==> src/rtl/fetch_stage.sv <==
// -----------------------------------------------------------------------------
// fetch_stage
//
// Instruction-fetch stage of a 5-stage RV32I pipeline. Owns the fetch PC and
// the next-PC select, drives a synchronous-read instruction memory, and
// registers the IF/ID boundary (PC_D, PCPlus4_D, Valid_D). Because memory
// data arrives one cycle after its address, the fetched word is captured into
// a hold register when decode stalls, so Instr_D stays paired with PC_D for
// the whole stall.
//
// Ports:
//   clk         in   clock, all state updates on the rising edge
//   rst         in   synchronous, active-high reset
//   PCSrc_E     in   redirect request from execute (taken branch / jump)
//   PCTarget_E  in   redirect target from execute (low two bits ignored)
//   Stall_F     in   hold the fetch PC
//   Stall_D     in   hold the IF/ID registers
//   Flush_D     in   replace the IF/ID contents with a bubble
//   IMemAddr_F  out  instruction memory address (= PC_F, combinational)
//   IMemRdata   in   instruction memory read data, valid one cycle later
//   Instr_D     out  instruction presented to decode
//   PC_D        out  PC of Instr_D
//   PCPlus4_D   out  PC_D + 4
//   Valid_D     out  1 = real fetched instruction, 0 = bubble
// -----------------------------------------------------------------------------
module fetch_stage #(
    parameter logic [31:0] RESET_PC  = 32'h0000_0000,
    parameter logic [31:0] NOP_INSTR = 32'h0000_0013
) (
    input  logic        clk,
    input  logic        rst,
    input  logic        PCSrc_E,
    input  logic [31:0] PCTarget_E,
    input  logic        Stall_F,
    input  logic        Stall_D,
    input  logic        Flush_D,
    output logic [31:0] IMemAddr_F,
    input  logic [31:0] IMemRdata,
    output logic [31:0] Instr_D,
    output logic [31:0] PC_D,
    output logic [31:0] PCPlus4_D,
    output logic        Valid_D
);

    logic [31:0] pc_f_q,       pc_f_d;
    logic [31:0] pc_id_q,      pc_id_d;
    logic [31:0] pcplus4_id_q, pcplus4_id_d;
    logic        valid_id_q,   valid_id_d;
    logic [31:0] hold_reg_q,   hold_reg_d;
    logic        hold_valid_q, hold_valid_d;

    logic [31:0] pc_f_plus4;

    // Modulo-2^32 increment: 32'hFFFF_FFFC wraps to 0.
    assign pc_f_plus4 = pc_f_q + 32'd4;

    // Next fetch PC: a redirect wins over a fetch stall.
    always_comb begin
        // NOTE: every always_comb output gets a default first so no path leaves it unassigned (no latch).
        pc_f_d = pc_f_plus4;
        if (PCSrc_E) begin
            pc_f_d = {PCTarget_E[31:2], 2'b00};
        end else if (Stall_F) begin
            pc_f_d = pc_f_q;
        end
    end

    // IF/ID boundary plus stall hold register. Flush wins over stall.
    always_comb begin
        pc_id_d      = pc_id_q;
        pcplus4_id_d = pcplus4_id_q;
        valid_id_d   = valid_id_q;
        hold_reg_d   = hold_reg_q;
        hold_valid_d = hold_valid_q;

        if (Flush_D) begin
            pc_id_d      = 32'd0;
            pcplus4_id_d = 32'd0;
            valid_id_d   = 1'b0;
            hold_valid_d = 1'b0;
        end else if (Stall_D) begin
            // Memory data for PC_D is only on IMemRdata during the first stalled
            // cycle; grab it then, before the address moves on. Bubbles need no copy.
            if (!hold_valid_q && valid_id_q) begin
                hold_reg_d   = IMemRdata;
                hold_valid_d = 1'b1;
            end
        end else begin
            pc_id_d      = pc_f_q;
            pcplus4_id_d = pc_f_plus4;
            valid_id_d   = 1'b1;
            hold_valid_d = 1'b0;
        end
    end

    always_ff @(posedge clk) begin
        if (rst) begin
            // NOTE: sequential state uses non-blocking assignments so every flop samples pre-edge values.
            pc_f_q       <= RESET_PC;
            pc_id_q      <= 32'd0;
            pcplus4_id_q <= 32'd0;
            valid_id_q   <= 1'b0;
            hold_reg_q   <= 32'd0;
            hold_valid_q <= 1'b0;
        end else begin
            pc_f_q       <= pc_f_d;
            pc_id_q      <= pc_id_d;
            pcplus4_id_q <= pcplus4_id_d;
            valid_id_q   <= valid_id_d;
            hold_reg_q   <= hold_reg_d;
            hold_valid_q <= hold_valid_d;
        end
    end

    assign IMemAddr_F = pc_f_q;
    assign PC_D       = pc_id_q;
    assign PCPlus4_D  = pcplus4_id_q;
    assign Valid_D    = valid_id_q;

    always_comb begin
        if (!valid_id_q) begin
            Instr_D = NOP_INSTR;
        end else if (hold_valid_q) begin
            Instr_D = hold_reg_q;
        end else begin
            Instr_D = IMemRdata;
        end
    end

endmodule
==> config.mk <==
export PLATFORM = sky130hd
export DESIGN_NAME = fetch_stage
export DESIGN_NICKNAME = d
export VERILOG_FILES = /design/src/rtl/fetch_stage.sv
export SDC_FILE = /design/constraint.sdc
export NUM_CORES = 1
export LEC_CHECK = 0
export ABC_AREA = 1
export BUFFER_PORTS_ARGS = -buffer_cell sky130_fd_sc_hd__buf_2
export CAP_MARGIN = 20
export CORE_ASPECT_RATIO = 0.8
export CORE_UTILIZATION = 55
export DETAILED_ROUTE_END_ITERATION = 10
export MAX_ROUTING_LAYER = met4
export PLACE_DENSITY = 0.91
export SETUP_SLACK_MARGIN = 0.05
export SLEW_MARGIN = 0
export SYNTH_ARGS = -nofsm -noshare
export SYNTH_HDL_FRONTEND = slang
export SYNTH_SLANG_ARGS = --single-unit
==> constraint.sdc <==
create_clock -name clk -period 4.68 [get_ports clk]
set_clock_uncertainty 0.05 [all_clocks]
set_input_delay 0.702 -clock clk [delete_from_list [all_inputs] [get_ports clk]]
set_output_delay 0.702 -clock clk [all_outputs]
set_load 0.005 [all_outputs]
==> Word-level counts from Yosys, hierarchy flattened <==
Cells that the tools add are included.
{ "totals": {"ff_bits": 130, "in_bits": 70, "out_inout_bits": 129, "word_cells": 21} }
{ "op_classes": {"addsub": 1, "n_eq_ne": 1, "mux": 4, "n_bitwise": 2, "reduce_logical": 6} }
{ "ops": {"columns": ["op", "count"], "rows": [
  ["two-way mux 32 bit", 4],
  ["adder 32 x 3 -> 32 bit, second input constant", 1],
  ["OR reduction 2 bit", 2],
  ["AND reduction 3 bit", 1],
  ["OR reduction 3 bit", 1],
  ["!= test 2 bit, second input constant", 1],
  ["inverter 1 bit", 2],
  ["logical AND 1 bit", 1],
  ["logical NOT 1 bit", 1]
]} }

==> Logic depth before layout (Yosys ltp) <==
Gate-level depths: netlist of run 1.
{ "logic_depth": {"ltp_word": 3, "ltp_mapped": 10, "mapped_depth_nobuf": 10} }

==> Worst setup path before layout of run 1 <==
No wires, ideal clock.
{ "synth_timing": {"path_type": "in2reg", "from": "input Stall_D", "to": "register pc_id_q[12], in the netlist PC_D[12]", "setup_time_ps": 128, "arrival_ps": 1492, "t_required_ps": 4502, "slack_ps": 3010, "path_stages": 5, "n_path_buf": 3, "path_cell_list": "buf_2 -> inv_1 -> buf_2 -> buf_1 -> a21oi_1"} }
{ "synth_lines": {"columns": ["item", "line_no", "source"], "rows": [
  ["from (decl)", "35", "input logic Stall_D,"],
  ["to (signal assigned)", "107", "pc_id_q <= pc_id_d;"],
  ["to (decl)", "46", "logic [31:0] pc_id_q, pc_id_d;"]
]} }
No word-level cell between the ends.

==> Worst setup path after layout of run 1 <==
{ "layout_timing": {"from": "register hold_valid_q", "to": "output Instr_D[13]"} }
{ "layout_between": {"elab_chain_len": 2} }
{ "layout_lines": {"columns": ["item", "line_no", "source"], "rows": [
  ["from (decl)", "50", "logic hold_valid_q, hold_valid_d;"],
  ["from (signal assigned)", "111", "hold_valid_q <= hold_valid_d;"],
  ["two-way mux 32 bit", "123", "end else if (hold_valid_q) begin"],
  ["two-way mux 32 bit", "121", "if (!valid_id_q) begin"],
  ["to (decl)", "39", "output logic [31:0] Instr_D,"]
]} }
Every way passes these cells.

==> flow_results.xml, run 1 <==
<?xml version="1.0" encoding="UTF-8"?>
<metrics>
  <group name="place">
    <metric name="port-buffer-count" unit="">190</metric>
    <metric name="detailedPlace.worstSlack" unit="ps">1930</metric>
    <metric name="detailed_place.area" unit="µm²">6920</metric>
    <metric name="dp.final_hpwl" unit="µm">12200</metric>
    <metric name="gpl.final_weighted_congestion" unit="">0.943</metric>
  </group>
  <group name="timing">
    <metric name="final.setup.tns" unit="ps">0</metric>
    <metric name="final.period_utilization" unit="%">61.7</metric>
    <metric name="slew_headroom" unit="%">30.0</metric>
    <metric name="final_critical_path_setup_slack" unit="ps">1790</metric>
    <metric name="timing.final.setup_violations" unit="">0</metric>
    <metric name="rsz0062_at_grt" unit="">no</metric>
    <metric name="worstMarginPinSlew" unit="ps">1050</metric>
    <metric name="fmax" unit="MHz">346</metric>
    <metric name="post-route-min-period" unit="ps">2890</metric>
    <metric name="max_slew_violation_count" unit="">0</metric>
    <metric name="hold_violations" unit="">0</metric>
  </group>
  <group name="logic_synthesis">
    <metric name="synth.ff_latch_count" unit="">124</metric>
    <metric name="ys_types" unit="">32</metric>
    <metric name="gate_count_after_technology_mapping" unit="">901</metric>
    <metric name="netlist_area" unit="µm²">5960</metric>
    <metric name="async_reset_ff_share" unit="%">0</metric>
    <metric name="synth_ff_type" unit="">sky130_fd_sc_hd__dfxtp_1</metric>
    <metric name="synth-edff-count" unit="">0</metric>
    <metric name="synth-warning-count" unit="">0</metric>
    <metric name="portion_of_the_post_synthesis_area_used_by_sequential_elements" unit="%">41.7</metric>
    <metric name="syn_area_per_cell" unit="µm²">6.61</metric>
  </group>
  <group name="setup_path">
    <metric name="r2r-start" unit="">hold_valid_q</metric>
    <metric name="critPathMaxStageDelay" unit="ps">750</metric>
    <metric name="cp-start-kind" unit="">flip-flop</metric>
    <metric name="crit_chain" unit="">clkinv_1 &gt; nor2_1 &gt; nor2_1 &gt; buf_2</metric>
    <metric name="timing_worst_setup_path_type" unit="">reg2out</metric>
    <metric name="cp.buffers_inverters" unit="">2</metric>
    <metric name="crit_arrival" unit="ps">2130</metric>
    <metric name="timing.critical_path.slowest_stage_cell" unit="">sky130_fd_sc_hd__clkinv_1</metric>
    <metric name="critPathRequiredTime" unit="ps">3930</metric>
    <metric name="crit_path_end_kind" unit="">primary output</metric>
    <metric name="timing.critical_path.mode_cell" unit="">sky130_fd_sc_hd__nor2_1</metric>
    <metric name="cp_max_fo" unit="">34</metric>
    <metric name="crit_path_start" unit="">hold_valid_q</metric>
    <metric name="timing.critical_path.max_delay_family" unit="">buffers and inverters</metric>
  </group>
  <group name="final_layout">
    <metric name="area.growth.synth_to_final" unit="%">25.8</metric>
    <metric name="finalNetCount" unit="">1138</metric>
    <metric name="layout_commonest_cell" unit="">sky130_fd_sc_hd__nor2_1</metric>
    <metric name="layout-drive-gt1-share" unit="%">23.5</metric>
    <metric name="mostFrequentLayoutCells" unit="">sky130_fd_sc_hd__nor2_1, sky130_fd_sc_hd__buf_2, sky130_fd_sc_hd__nand2_1</metric>
    <metric name="num_antenna_cells" unit="">0</metric>
    <metric name="n_fill_cell" unit="">878</metric>
    <metric name="final_design_area_no_fill" unit="µm²">7500</metric>
  </group>
  <group name="clocking">
    <metric name="cts_setup_buffers" unit="">0</metric>
    <metric name="htreeDepth" unit="">4</metric>
    <metric name="cts_buf_count" unit="">17</metric>
    <metric name="clockBufferDepth" unit="">2</metric>
    <metric name="tritoncts" unit="">done</metric>
    <metric name="cts.root.buffer_cell" unit="">sky130_fd_sc_hd__clkbuf_16</metric>
    <metric name="cts-resized-gates" unit="">0</metric>
    <metric name="cts-hold-fix-buffers" unit="">0</metric>
    <metric name="number_of_sinks_handled_by_clock_tree_synthesis" unit="">124</metric>
    <metric name="clk-insertion-delay-late" unit="ps">420</metric>
    <metric name="clkSlewWorstSetupHoldPaths" unit="ps">50</metric>
  </group>
  <group name="route">
    <metric name="drc_violation_count_after_routing" unit="">0</metric>
    <metric name="routed_wire_length_per_instance" unit="µm">14.5</metric>
    <metric name="antenna_left" unit="">0</metric>
    <metric name="route.vias.total" unit="">6424</metric>
    <metric name="drt_first_pass_iters" unit="">8</metric>
    <metric name="avgViaCountPerCell" unit="">5.27</metric>
    <metric name="totalWireLength" unit="µm">17600</metric>
    <metric name="detail_route.iter0.violations" unit="">684</metric>
  </group>
  <group name="global_route">
    <metric name="first_pass_grt_wire_length" unit="µm">28500</metric>
    <metric name="grt_start_max_net_pins" unit="">55</metric>
    <metric name="track_usage" unit="%">33.2</metric>
    <metric name="first_global_vias" unit="">5659</metric>
    <metric name="globalRoute.totalOverflow" unit="">0</metric>
    <metric name="number_of_antenna_violations_at_the_first_check_in_global_routing" unit="">0</metric>
  </group>
  <group name="power_and_ir_drop">
    <metric name="total_leakage_power" unit="nW">3.80</metric>
    <metric name="cell_internal_pwr" unit="mW">2.03</metric>
    <metric name="power_switching" unit="µW">665</metric>
    <metric name="clock_power_share" unit="%">48.2</metric>
    <metric name="power.density" unit="nW/µm²">360</metric>
    <metric name="power.share.combinational" unit="%">9.5</metric>
    <metric name="sw_frac_of_total" unit="%">24.7</metric>
    <metric name="portion_of_total_power_attributed_to_sequential_cells" unit="%">42.2</metric>
    <metric name="ir_worst_vdd" unit="mV">0.243</metric>
  </group>
  <group name="floorplan">
    <metric name="die_height" unit="µm">95.1</metric>
    <metric name="die_w" unit="µm">118</metric>
    <metric name="initial_utilization" unit="%">57.3</metric>
    <metric name="top_level_port_count" unit="">199</metric>
    <metric name="placeableCoreArea" unit="µm²">10400</metric>
    <metric name="row_count" unit="">33</metric>
    <metric name="die_area" unit="µm²">11300</metric>
  </group>
  <group name="worst_hold_path">
    <metric name="worstHoldStart" unit="">PC_D[6]</metric>
    <metric name="worst_min_delay_path_category" unit="">reg2reg</metric>
  </group>
  <group name="job">
    <metric name="cap_violations" unit="">0</metric>
  </group>
  <group name="status">
    <metric name="run_status" unit="">completed</metric>
  </group>
</metrics>
## per-layer routing
metal / up-vias / track usage, % / part of all wire [%] / wire (µm)
li1: 3152 / - / - / -
met1: 2898 / 44.6 / 45 / 7980
met2: 338 / 50.8 / 44 / 7770
met3: 36 / 5.80 / 8.6 / 1520
met4: 0 / 11.6 / 2.1 / 364
met5: - / - / 0 / 0
## synth_stat cells, types with 7 or more instances
cell	number	area share [%]
sky130_fd_sc_hd__nor2_1	210	13
sky130_fd_sc_hd__a31oi_1	7	0.73
sky130_fd_sc_hd__inv_1	86	5.4
sky130_fd_sc_hd__xor2_1	10	1.5
sky130_fd_sc_hd__nand3_1	19	1.6
sky130_fd_sc_hd__nor2_4	7	1.3
sky130_fd_sc_hd__o21ai_1	10	0.84
sky130_fd_sc_hd__nand2_1	164	10
sky130_fd_sc_hd__dfxtp_1	124	42
sky130_fd_sc_hd__clkbuf_1	34	2.1
sky130_fd_sc_hd__o21ai_0	124	10
sky130_fd_sc_hd__a21oi_1	51	4.3
sky130_fd_sc_hd__nand2_2	7	0.73
sky130_fd_sc_hd__buf_2	9	0.76
## state kept, by name, indices dropped and copies added, names as in the netlist
name and flops:
IMemAddr_F 30, PCPlus4_D 30, PC_D 30, Valid_D 1, hold_reg_q 32, hold_valid_q 1
## path summary, 6_finish.rpt
check | to | slack [ps] | cells after the start
worst min-delay path | PC_D[6] | 410 | 2
worst max register to register | hold_reg_q[21] | 2220 | 5
worst max-delay path | Instr_D[13] | 1790 | 4
worst min register to register | PC_D[6] | 410 | 2
## layout make-up
| cell class | instances | area, µm² | share of cell area, % |
|---|---|---|---|
| multi-input cells | 639 | 2930 | 39.1 |
| clock inverters | 6 | 85.1 | 1.14 |
| well taps | 140 | 175 | 2.34 |
| repair buffers | 196 | 996 | 13.3 |
| inverters | 89 | 334 | 4.46 |
| flip-flops and latches | 124 | 2480 | 33.1 |
| clock buffers | 25 | 495 | 6.61 |
## logic make-up (layout without fill, tap and decap cells)
family                     count (synthesis)  in the layout  synth area share [%]
DFF                                      124            124                  41.7
adders and majority gates                  1              1                 0.210
other                                      1              6                0.0629
and+or+nand+nor                          420            420                  29.0
AOI/OAI and AO/OA                        197            197                  17.0
xor gates and xnor gates                  15             15                  2.58
buffers and inverters                    143            316                  9.57
## stage by stage
step | total power, mW | cells | util, % | hold slack [ps]
detailed placement | 1.41 | 1188 | 66.5 | 403
finish | 2.70 | 1219 | 72.0 | 413
CTS | 2.69 | 1219 | 72.0 | 411
global route | 2.79 | 1219 | 72.0 | 423
floorplan | 1.30 | 906 | - | 405
global placement | 1.41 | 1188 | 66.5 | 401
## worst register-to-register path, stage by stage (launching register included)
cell and delay [ps]:
sky130_fd_sc_hd__dfxtp_1 330, sky130_fd_sc_hd__clkinv_1 750, sky130_fd_sc_hd__nand4_1 380, sky130_fd_sc_hd__inv_1 470, sky130_fd_sc_hd__nor2_1 300, sky130_fd_sc_hd__nor2_1 70
## power by group through the flow
stage | sequential, mW | combinational, mW | clock (mW)
after floorplan | 1.15 | 0.144 | 0
after global placement | 1.16 | 0.248 | 0
after detailed placement | 1.16 | 0.252 | 0
after CTS | 1.14 | 0.255 | 1.30
after global routing | 1.14 | 0.290 | 1.36
final | 1.14 | 0.257 | 1.30
No activity file was read; power rests on OpenSTA's default activity.
==> inputs of run 2 (changes only) <==
Settings changed: CORE_UTILIZATION 55 to 51, PLACE_DENSITY 0.91 to 0.86.
Clock period 4.68 ns to 3 ns, I/O delays scaled along.
==> run 2 against run 1 <==
Via count down 0.95%. Critical path depth up 1. First-iteration DRC count down 24%. Setup slack worse by 780 ps. Sequential power up 55%. Clock power up 55%. Wire length up 1.5%. Non-clock buffer count up 6. Die area up 7.7%. Count of clock-buffer cells in the layout down 7. Flip-flop and latch count unchanged. Critical path type unchanged. Highest routed layer unchanged.
==> flow_results.xml, run 2 (same netlist as run 1, synthesis figures left out) <==
<?xml version="1.0" encoding="UTF-8"?>
<metrics>
  <group name="timing">
    <metric name="post-route-min-period" unit="ps">1990</metric>
    <metric name="slew_headroom" unit="%">42.2</metric>
    <metric name="timing.final.setup_violations" unit="">0</metric>
    <metric name="max_slew_violation_count" unit="">0</metric>
    <metric name="fmax" unit="MHz">502</metric>
    <metric name="rsz0062_at_grt" unit="">no</metric>
    <metric name="hold_violations" unit="">0</metric>
    <metric name="final.setup.tns" unit="ps">0</metric>
    <metric name="worstMarginPinSlew" unit="ps">866</metric>
    <metric name="final.period_utilization" unit="%">66.4</metric>
  </group>
  <group name="setup_path">
    <metric name="crit_path_end_kind" unit="">primary output</metric>
    <metric name="r2r_setup_slack" unit="ps">1020</metric>
    <metric name="timing_worst_setup_path_type" unit="">reg2out</metric>
    <metric name="cp-start-kind" unit="">flip-flop</metric>
    <metric name="crit_path_start" unit="">hold_valid_q</metric>
    <metric name="cp_max_fo" unit="">33</metric>
    <metric name="reg2reg_depth" unit="">7</metric>
    <metric name="reg2reg_to" unit="">hold_reg_q[23]</metric>
    <metric name="r2r-start" unit="">Valid_D</metric>
    <metric name="critPathRequiredTime" unit="ps">2500</metric>
    <metric name="crit_arrival" unit="ps">1490</metric>
    <metric name="critPathCapture" unit="">Instr_D[30]</metric>
  </group>
  <group name="floorplan">
    <metric name="row_count" unit="">34</metric>
    <metric name="top_level_port_count" unit="">199</metric>
    <metric name="initial_utilization" unit="%">53.7</metric>
    <metric name="placeableCoreArea" unit="µm²">11100</metric>
    <metric name="die_area" unit="µm²">12100</metric>
    <metric name="die_w" unit="µm">123</metric>
    <metric name="die_height" unit="µm">98.7</metric>
  </group>
  <group name="clocking">
    <metric name="cts-resized-gates" unit="">0</metric>
    <metric name="clockBufferDepth" unit="">2</metric>
    <metric name="cts_buf_count" unit="">17</metric>
    <metric name="cts-hold-fix-buffers" unit="">0</metric>
    <metric name="clkSlewWorstSetupHoldPaths" unit="ps">50</metric>
    <metric name="cts.root.buffer_cell" unit="">sky130_fd_sc_hd__clkbuf_16</metric>
    <metric name="cts_setup_buffers" unit="">0</metric>
    <metric name="htreeDepth" unit="">4</metric>
    <metric name="number_of_sinks_handled_by_clock_tree_synthesis" unit="">124</metric>
    <metric name="clk-insertion-delay-late" unit="ps">420</metric>
    <metric name="tritoncts" unit="">done</metric>
  </group>
  <group name="place">
    <metric name="port-buffer-count" unit="">190</metric>
    <metric name="gpl.final_weighted_congestion" unit="">0.927</metric>
    <metric name="dp.final_hpwl" unit="µm">12700</metric>
  </group>
  <group name="worst_hold_path">
    <metric name="worstHoldStart" unit="">Flush_D</metric>
    <metric name="worst_min_delay_path_category" unit="">in2reg</metric>
    <metric name="timing.hold.worst_path_depth" unit="">2</metric>
  </group>
  <group name="final_layout">
    <metric name="finalNetCount" unit="">1144</metric>
    <metric name="num_antenna_cells" unit="">0</metric>
    <metric name="layout_commonest_cell" unit="">sky130_fd_sc_hd__nor2_1</metric>
    <metric name="layout-drive-gt1-share" unit="%">24.4</metric>
    <metric name="largest_register_ffs" unit="">32</metric>
    <metric name="mostFrequentLayoutCells" unit="">sky130_fd_sc_hd__nor2_1, sky130_fd_sc_hd__buf_2, sky130_fd_sc_hd__nand2_1</metric>
    <metric name="biggest_register" unit="">hold_reg_q</metric>
    <metric name="area.growth.synth_to_final" unit="%">27.1</metric>
  </group>
  <group name="global_route">
    <metric name="first_pass_grt_wire_length" unit="µm">28300</metric>
    <metric name="globalRoute.totalOverflow" unit="">0</metric>
    <metric name="grt_start_max_net_pins" unit="">51</metric>
    <metric name="number_of_antenna_violations_at_the_first_check_in_global_routing" unit="">0</metric>
    <metric name="track_usage" unit="%">31.2</metric>
    <metric name="first_global_vias" unit="">5725</metric>
  </group>
  <group name="route">
    <metric name="avgViaCountPerCell" unit="">5.17</metric>
    <metric name="drt_first_pass_iters" unit="">4</metric>
    <metric name="totalWireLength" unit="µm">17900</metric>
    <metric name="routed_wire_length_per_instance" unit="µm">14.5</metric>
    <metric name="detail_route.iter0.violations" unit="">519</metric>
    <metric name="route.vias.total" unit="">6363</metric>
    <metric name="antenna_left" unit="">0</metric>
    <metric name="drc_violation_count_after_routing" unit="">0</metric>
  </group>
  <group name="job">
    <metric name="cap_violations" unit="">0</metric>
  </group>
  <group name="power_and_ir_drop">
    <metric name="power.density" unit="nW/µm²">556</metric>
    <metric name="ir_worst_vdd" unit="mV">0.361</metric>
    <metric name="totalPowerFinal" unit="mW">4.21</metric>
    <metric name="total_leakage_power" unit="nW">3.84</metric>
  </group>
  <group name="status">
    <metric name="run_status" unit="">completed</metric>
  </group>
</metrics>
## run 2: changes by cell type in the layout (fill, tap and decap cells not counted), sizes merged
cell / previous run / this run
buf: 196 / 202
clkinvlp: 2 / 4
clkbuf: 25 / 18
inv: 87 / 89
clkinv: 4 / 8
## run 2: area by class of cell
class                   instances  area (µm²)
clock buffers                  18         439
clock inverters                14         145
fillers                       954        3530
inverters                      89         334
multi-input cells             639        2930
flip-flops and latches        124        2480
well taps                     144         180
repair buffers                202        1070
## run 2: metal layers
| metal | track usage [%] | vias to the layer above | share of wire (%) |
|---|---|---|---|
| li1 | - | 3176 | - |
| met1 | 41.7 | 2858 | 46 |
| met2 | 45.4 | 297 | 43 |
| met3 | 8.10 | 32 | 9.6 |
| met4 | 10.6 | 0 | 1.9 |
| met5 | - | - | 0 |
## run 2: critical path, cell delays in order (launching register included)
cell	delay, ps
sky130_fd_sc_hd__dfxtp_1	310
sky130_fd_sc_hd__clkinv_1	50
sky130_fd_sc_hd__buf_4	310
sky130_fd_sc_hd__nand2_1	110
sky130_fd_sc_hd__a21oi_1	150
sky130_fd_sc_hd__buf_2	140
## run 2: power by group
part / total, mW / switching, mW / internal [mW]
clock: 2.02 / 0.777 / 1.24
combinational: 0.416 / 0.255 / 0.161
sequential: 1.77 / 0.0598 / 1.71
## run 2: worst min path at each step
stage                                to  slack [ps]
after CTS                  hold_valid_q         200
final                      hold_valid_q         210
after detailed placement        PC_D[6]         400
after floorplan           hold_reg_q[1]         410
after global routing       hold_valid_q         220
after global placement          PC_D[6]         400
## run 2: per-stage QoR
stage,std cells,hold slack (ps),cell area (µm²),setup WS (ps),util (%)
3_3_place_gp,1197,399,6970,682,62.8
3_5_place_dp,1197,402,6970,632,62.8
6_report,1230,215,7570,1010,68.2
2_1_floorplan,906,405,5980,1400,-
4_1_cts,1229,200,7550,1010,68.0
5_1_grt,1230,216,7570,848,68.2
==> inputs of run 3 (changes only) <==
Settings changed: ABC_AREA 1 to 0, CORE_UTILIZATION 51 to 46, PLACE_DENSITY 0.86 to 0.81.
Clock period 3 ns to 1.8 ns, I/O delays scaled along.
==> run 3 against run 2 <==
Sequential power increased by 66%. Final area increased by 19%. Non-clock buffer count increased by 109. Synthesized cell count decreased by 17%. Highest routed layer unchanged. Sequential share of layout area decreased by 4.6 points. Largest power group unchanged. The run now ends with negative setup slack left. First-iteration DRC count increased by 33%. Register-to-register slack got worse by 1100 ps. Power increased by 74%. Count of clock-buffer cells in the layout increased by 2.
==> flow_results.xml, run 3 <==
<?xml version="1.0" encoding="UTF-8"?>
<metrics>
  <group name="setup_path">
    <metric name="critPathCapture" unit="">PCPlus4_D[10]</metric>
    <metric name="cp-start-kind" unit="">flip-flop</metric>
    <metric name="critPathRequiredTime" unit="ps">2050</metric>
    <metric name="reg2reg_to" unit="">PCPlus4_D[10]</metric>
    <metric name="r2r_setup_slack" unit="ps">-30</metric>
    <metric name="crit_path_start" unit="">IMemAddr_F[2]</metric>
    <metric name="r2r-start" unit="">IMemAddr_F[2]</metric>
    <metric name="reg2reg_depth" unit="">7</metric>
    <metric name="crit_arrival" unit="ps">2080</metric>
    <metric name="crit_path_end_kind" unit="">flip-flop</metric>
    <metric name="timing_worst_setup_path_type" unit="">reg2reg</metric>
    <metric name="cp_max_fo" unit="">6</metric>
  </group>
  <group name="timing">
    <metric name="worstMarginPinSlew" unit="ps">665</metric>
    <metric name="fmax" unit="MHz">546</metric>
    <metric name="final.period_utilization" unit="%">102</metric>
    <metric name="post-route-min-period" unit="ps">1830</metric>
    <metric name="max_slew_violation_count" unit="">0</metric>
    <metric name="final_critical_path_setup_slack" unit="ps">-32.4</metric>
    <metric name="timing.final.setup_violations" unit="">3</metric>
    <metric name="rsz0062_at_grt" unit="">yes</metric>
    <metric name="hold_violations" unit="">0</metric>
    <metric name="slew_headroom" unit="%">55.7</metric>
  </group>
  <group name="floorplan">
    <metric name="die_height" unit="µm">105</metric>
    <metric name="placeableCoreArea" unit="µm²">13000</metric>
    <metric name="die_area" unit="µm²">13800</metric>
    <metric name="die_w" unit="µm">131</metric>
    <metric name="row_count" unit="">37</metric>
    <metric name="top_level_port_count" unit="">199</metric>
    <metric name="initial_utilization" unit="%">47.4</metric>
  </group>
  <group name="status">
    <metric name="failed_checks" unit="">negative setup slack</metric>
    <metric name="run_status" unit="">complete, but fails checks</metric>
  </group>
  <group name="logic_synthesis">
    <metric name="dominant_combinational_cell_family_by_area_after_synthesis" unit="">simple AND/OR/NAND/NOR gates</metric>
    <metric name="synth_simple_gate_area_share" unit="%">24.8</metric>
    <metric name="ys_types" unit="">51</metric>
    <metric name="post_synth_fa_ha_maj_area_fraction" unit="%">0.204</metric>
    <metric name="gate_count_after_technology_mapping" unit="">744</metric>
    <metric name="yosysTopAreaCell" unit="">sky130_fd_sc_hd__dfxtp_1</metric>
    <metric name="synth_ff_type" unit="">sky130_fd_sc_hd__dfxtp_1</metric>
    <metric name="async_reset_ff_share" unit="%">0</metric>
    <metric name="synth-compound-area-share" unit="%">15.9</metric>
    <metric name="portion_of_the_post_synthesis_area_used_by_sequential_elements" unit="%">40.4</metric>
    <metric name="yosys.cell_count.top_type" unit="">sky130_fd_sc_hd__dfxtp_1</metric>
    <metric name="synth.top_cells.by_count" unit="">sky130_fd_sc_hd__dfxtp_1, sky130_fd_sc_hd__nand2_1, sky130_fd_sc_hd__nor2_1</metric>
    <metric name="syn_area_per_cell" unit="µm²">8.26</metric>
    <metric name="netlist_area" unit="µm²">6140</metric>
    <metric name="yosys.area_share.xor_xnor" unit="%">2.42</metric>
    <metric name="synth-warning-count" unit="">0</metric>
    <metric name="yosys-top-cells-area" unit="">sky130_fd_sc_hd__dfxtp_1, sky130_fd_sc_hd__mux2i_1, sky130_fd_sc_hd__nand2_1, sky130_fd_sc_hd__a21oi_1, sky130_fd_sc_hd__nor2_1</metric>
    <metric name="synth.mux.area_fraction" unit="%">9.94</metric>
    <metric name="synth-edff-count" unit="">0</metric>
    <metric name="synthDominantCellAreaShare" unit="%">40.4</metric>
    <metric name="synth.ff_latch_count" unit="">124</metric>
  </group>
  <group name="clocking">
    <metric name="tritoncts" unit="">done</metric>
    <metric name="cts-hold-fix-buffers" unit="">0</metric>
    <metric name="cts_buf_count" unit="">17</metric>
    <metric name="clockBufferDepth" unit="">2</metric>
    <metric name="cts.root.buffer_cell" unit="">sky130_fd_sc_hd__clkbuf_16</metric>
    <metric name="number_of_sinks_handled_by_clock_tree_synthesis" unit="">124</metric>
    <metric name="htreeDepth" unit="">4</metric>
    <metric name="clk-insertion-delay-late" unit="ps">410</metric>
    <metric name="clkSlewWorstSetupHoldPaths" unit="ps">60</metric>
  </group>
  <group name="place">
    <metric name="dpl.cell_count" unit="">1131</metric>
    <metric name="dp.final_hpwl" unit="µm">13300</metric>
    <metric name="port-buffer-count" unit="">190</metric>
    <metric name="gpl.final_weighted_congestion" unit="">0.973</metric>
    <metric name="detailed_place.area" unit="µm²">7840</metric>
  </group>
  <group name="route">
    <metric name="detail_route.iter0.violations" unit="">692</metric>
    <metric name="drc_violation_count_after_routing" unit="">0</metric>
    <metric name="met3_wirelength" unit="µm">2050</metric>
    <metric name="antenna_left" unit="">0</metric>
    <metric name="routed.top_layer" unit="">met4</metric>
    <metric name="routed_wire_length_per_instance" unit="µm">17.9</metric>
    <metric name="drt_first_pass_iters" unit="">5</metric>
    <metric name="totalWireLength" unit="µm">21300</metric>
    <metric name="avgViaCountPerCell" unit="">5.73</metric>
    <metric name="met2WireLength" unit="µm">9610</metric>
    <metric name="wl_met1" unit="µm">9240</metric>
    <metric name="route.vias.total" unit="">6828</metric>
  </group>
  <group name="power_and_ir_drop">
    <metric name="power.density" unit="nW/µm²">815</metric>
    <metric name="ir_worst_vdd" unit="mV">0.789</metric>
    <metric name="total_leakage_power" unit="nW">3.78</metric>
  </group>
  <group name="worst_hold_path">
    <metric name="worst_min_delay_path_category" unit="">in2reg</metric>
  </group>
  <group name="final_layout">
    <metric name="finalNetCount" unit="">1074</metric>
    <metric name="area.growth.synth_to_final" unit="%">46.6</metric>
    <metric name="biggest_register" unit="">hold_reg_q</metric>
    <metric name="layout-drive-gt1-share" unit="%">41.3</metric>
    <metric name="num_antenna_cells" unit="">0</metric>
    <metric name="post_layout_nonfiller_instances" unit="">1191</metric>
    <metric name="mostFrequentLayoutCells" unit="">sky130_fd_sc_hd__buf_2, sky130_fd_sc_hd__dfxtp_1, sky130_fd_sc_hd__buf_4</metric>
    <metric name="largest_register_ffs" unit="">32</metric>
    <metric name="layout_commonest_cell" unit="">sky130_fd_sc_hd__buf_2</metric>
    <metric name="final_design_area_no_fill" unit="µm²">9010</metric>
  </group>
  <group name="global_route">
    <metric name="number_of_antenna_violations_at_the_first_check_in_global_routing" unit="">0</metric>
    <metric name="track_usage" unit="%">29.9</metric>
    <metric name="first_global_vias" unit="">6071</metric>
    <metric name="grt_start_max_net_pins" unit="">46</metric>
    <metric name="globalRoute.totalOverflow" unit="">0</metric>
    <metric name="first_pass_grt_wire_length" unit="µm">31500</metric>
  </group>
  <group name="job">
    <metric name="cap_violations" unit="">0</metric>
  </group>
</metrics>
[run 3: cell types whose count changed after synthesis, moves of 35 or more]
cell	delta
sky130_fd_sc_hd__inv_1	-78
sky130_fd_sc_hd__mux2i_1	+61
sky130_fd_sc_hd__nor2_1	-148
sky130_fd_sc_hd__o21ai_0	-88
sky130_fd_sc_hd__nand2_1	-73
sky130_fd_sc_hd__nor2b_1	+35
[run 3: metal layers]
metal / track usage (%) / up-vias
met2: 45.0 / 387
met5: - / -
met3: 6.83 / 36
met4: 10.2 / 0
li1: - / 3183
met1: 39.2 / 3222
[run 3: timing repair]
| action | in CTS | in global routing |
|---|---|---|
| setup buffers | 9 | 16 |
| gates cloned | 2 | 1 |
| resized for setup | 23 | 64 |
| pin swaps | 10 | 30 |
| setup endpoints to repair | 27 | 58 |
[run 3: power by group]
part / switching, mW / internal [mW] / leakage [nW]
combinational: 0.501 / 0.426 / 2.47
clock: 1.32 / 2.16 / 0.286
sequential: 0.0904 / 2.84 / 1.02
[run 3: worst min-delay path by stage]
stage,start,endpoint,depth (start not counted)
floorplan,PCTarget_E[2],IMemAddr_F[2],2
global placement,hold_reg_q[10],hold_reg_q[10],2
detailed placement,hold_reg_q[0],hold_reg_q[0],2
CTS,IMemRdata[16],hold_reg_q[16],3
global route,PCTarget_E[14],IMemAddr_F[14],3
finish,PCTarget_E[2],IMemAddr_F[2],3
[run 3: layout make-up]
type | count | area, µm²
Clock buffer | 20 | 467
Clock inverter | 12 | 136
Fill cell | 1020 | 3950
Inverter | 10 | 37.5
Multi-Input combinational cell | 539 | 3610
Sequential cell | 124 | 2540
Tap cell | 175 | 219
Timing Repair Buffer | 311 | 2000
[run 3: worst max-delay path, stage by stage, from the launching register on]
cell and delay (ps):
sky130_fd_sc_hd__dfxtp_4 360, sky130_fd_sc_hd__ha_4 140, sky130_fd_sc_hd__buf_6 90, sky130_fd_sc_hd__nand4_1 140
sky130_fd_sc_hd__buf_6 190, sky130_fd_sc_hd__buf_12 130, sky130_fd_sc_hd__or3_1 320, sky130_fd_sc_hd__a311oi_1 320
[run 3: metrics by stage]
step	utilization (%)	total power [mW]	hold slack, ps	setup WS (ps)	TNS (ps)
global route	69.5	7.59	47.8	-127	-343
finish	69.5	7.34	55.4	-32.4	-75.0
CTS	66.3	7.31	43.3	29.0	0
global placement	60.5	3.81	391	-45.1	-149
detailed placement	60.5	3.82	396	-111	-633
floorplan	-	3.42	354	21.0	0
[run 3: cell families (layout without fill, tap and decap cells)]
kind of cell / after synthesis / count (layout)
buffers and inverters: 88 / 353
AOI/OAI and AO/OA: 158 / 158
xor gates and xnor gates: 17 / 17
and+or+nand+nor: 294 / 296
other: 1 / 6
muxes: 61 / 61
DFF: 124 / 124
adders and majority gates: 1 / 1
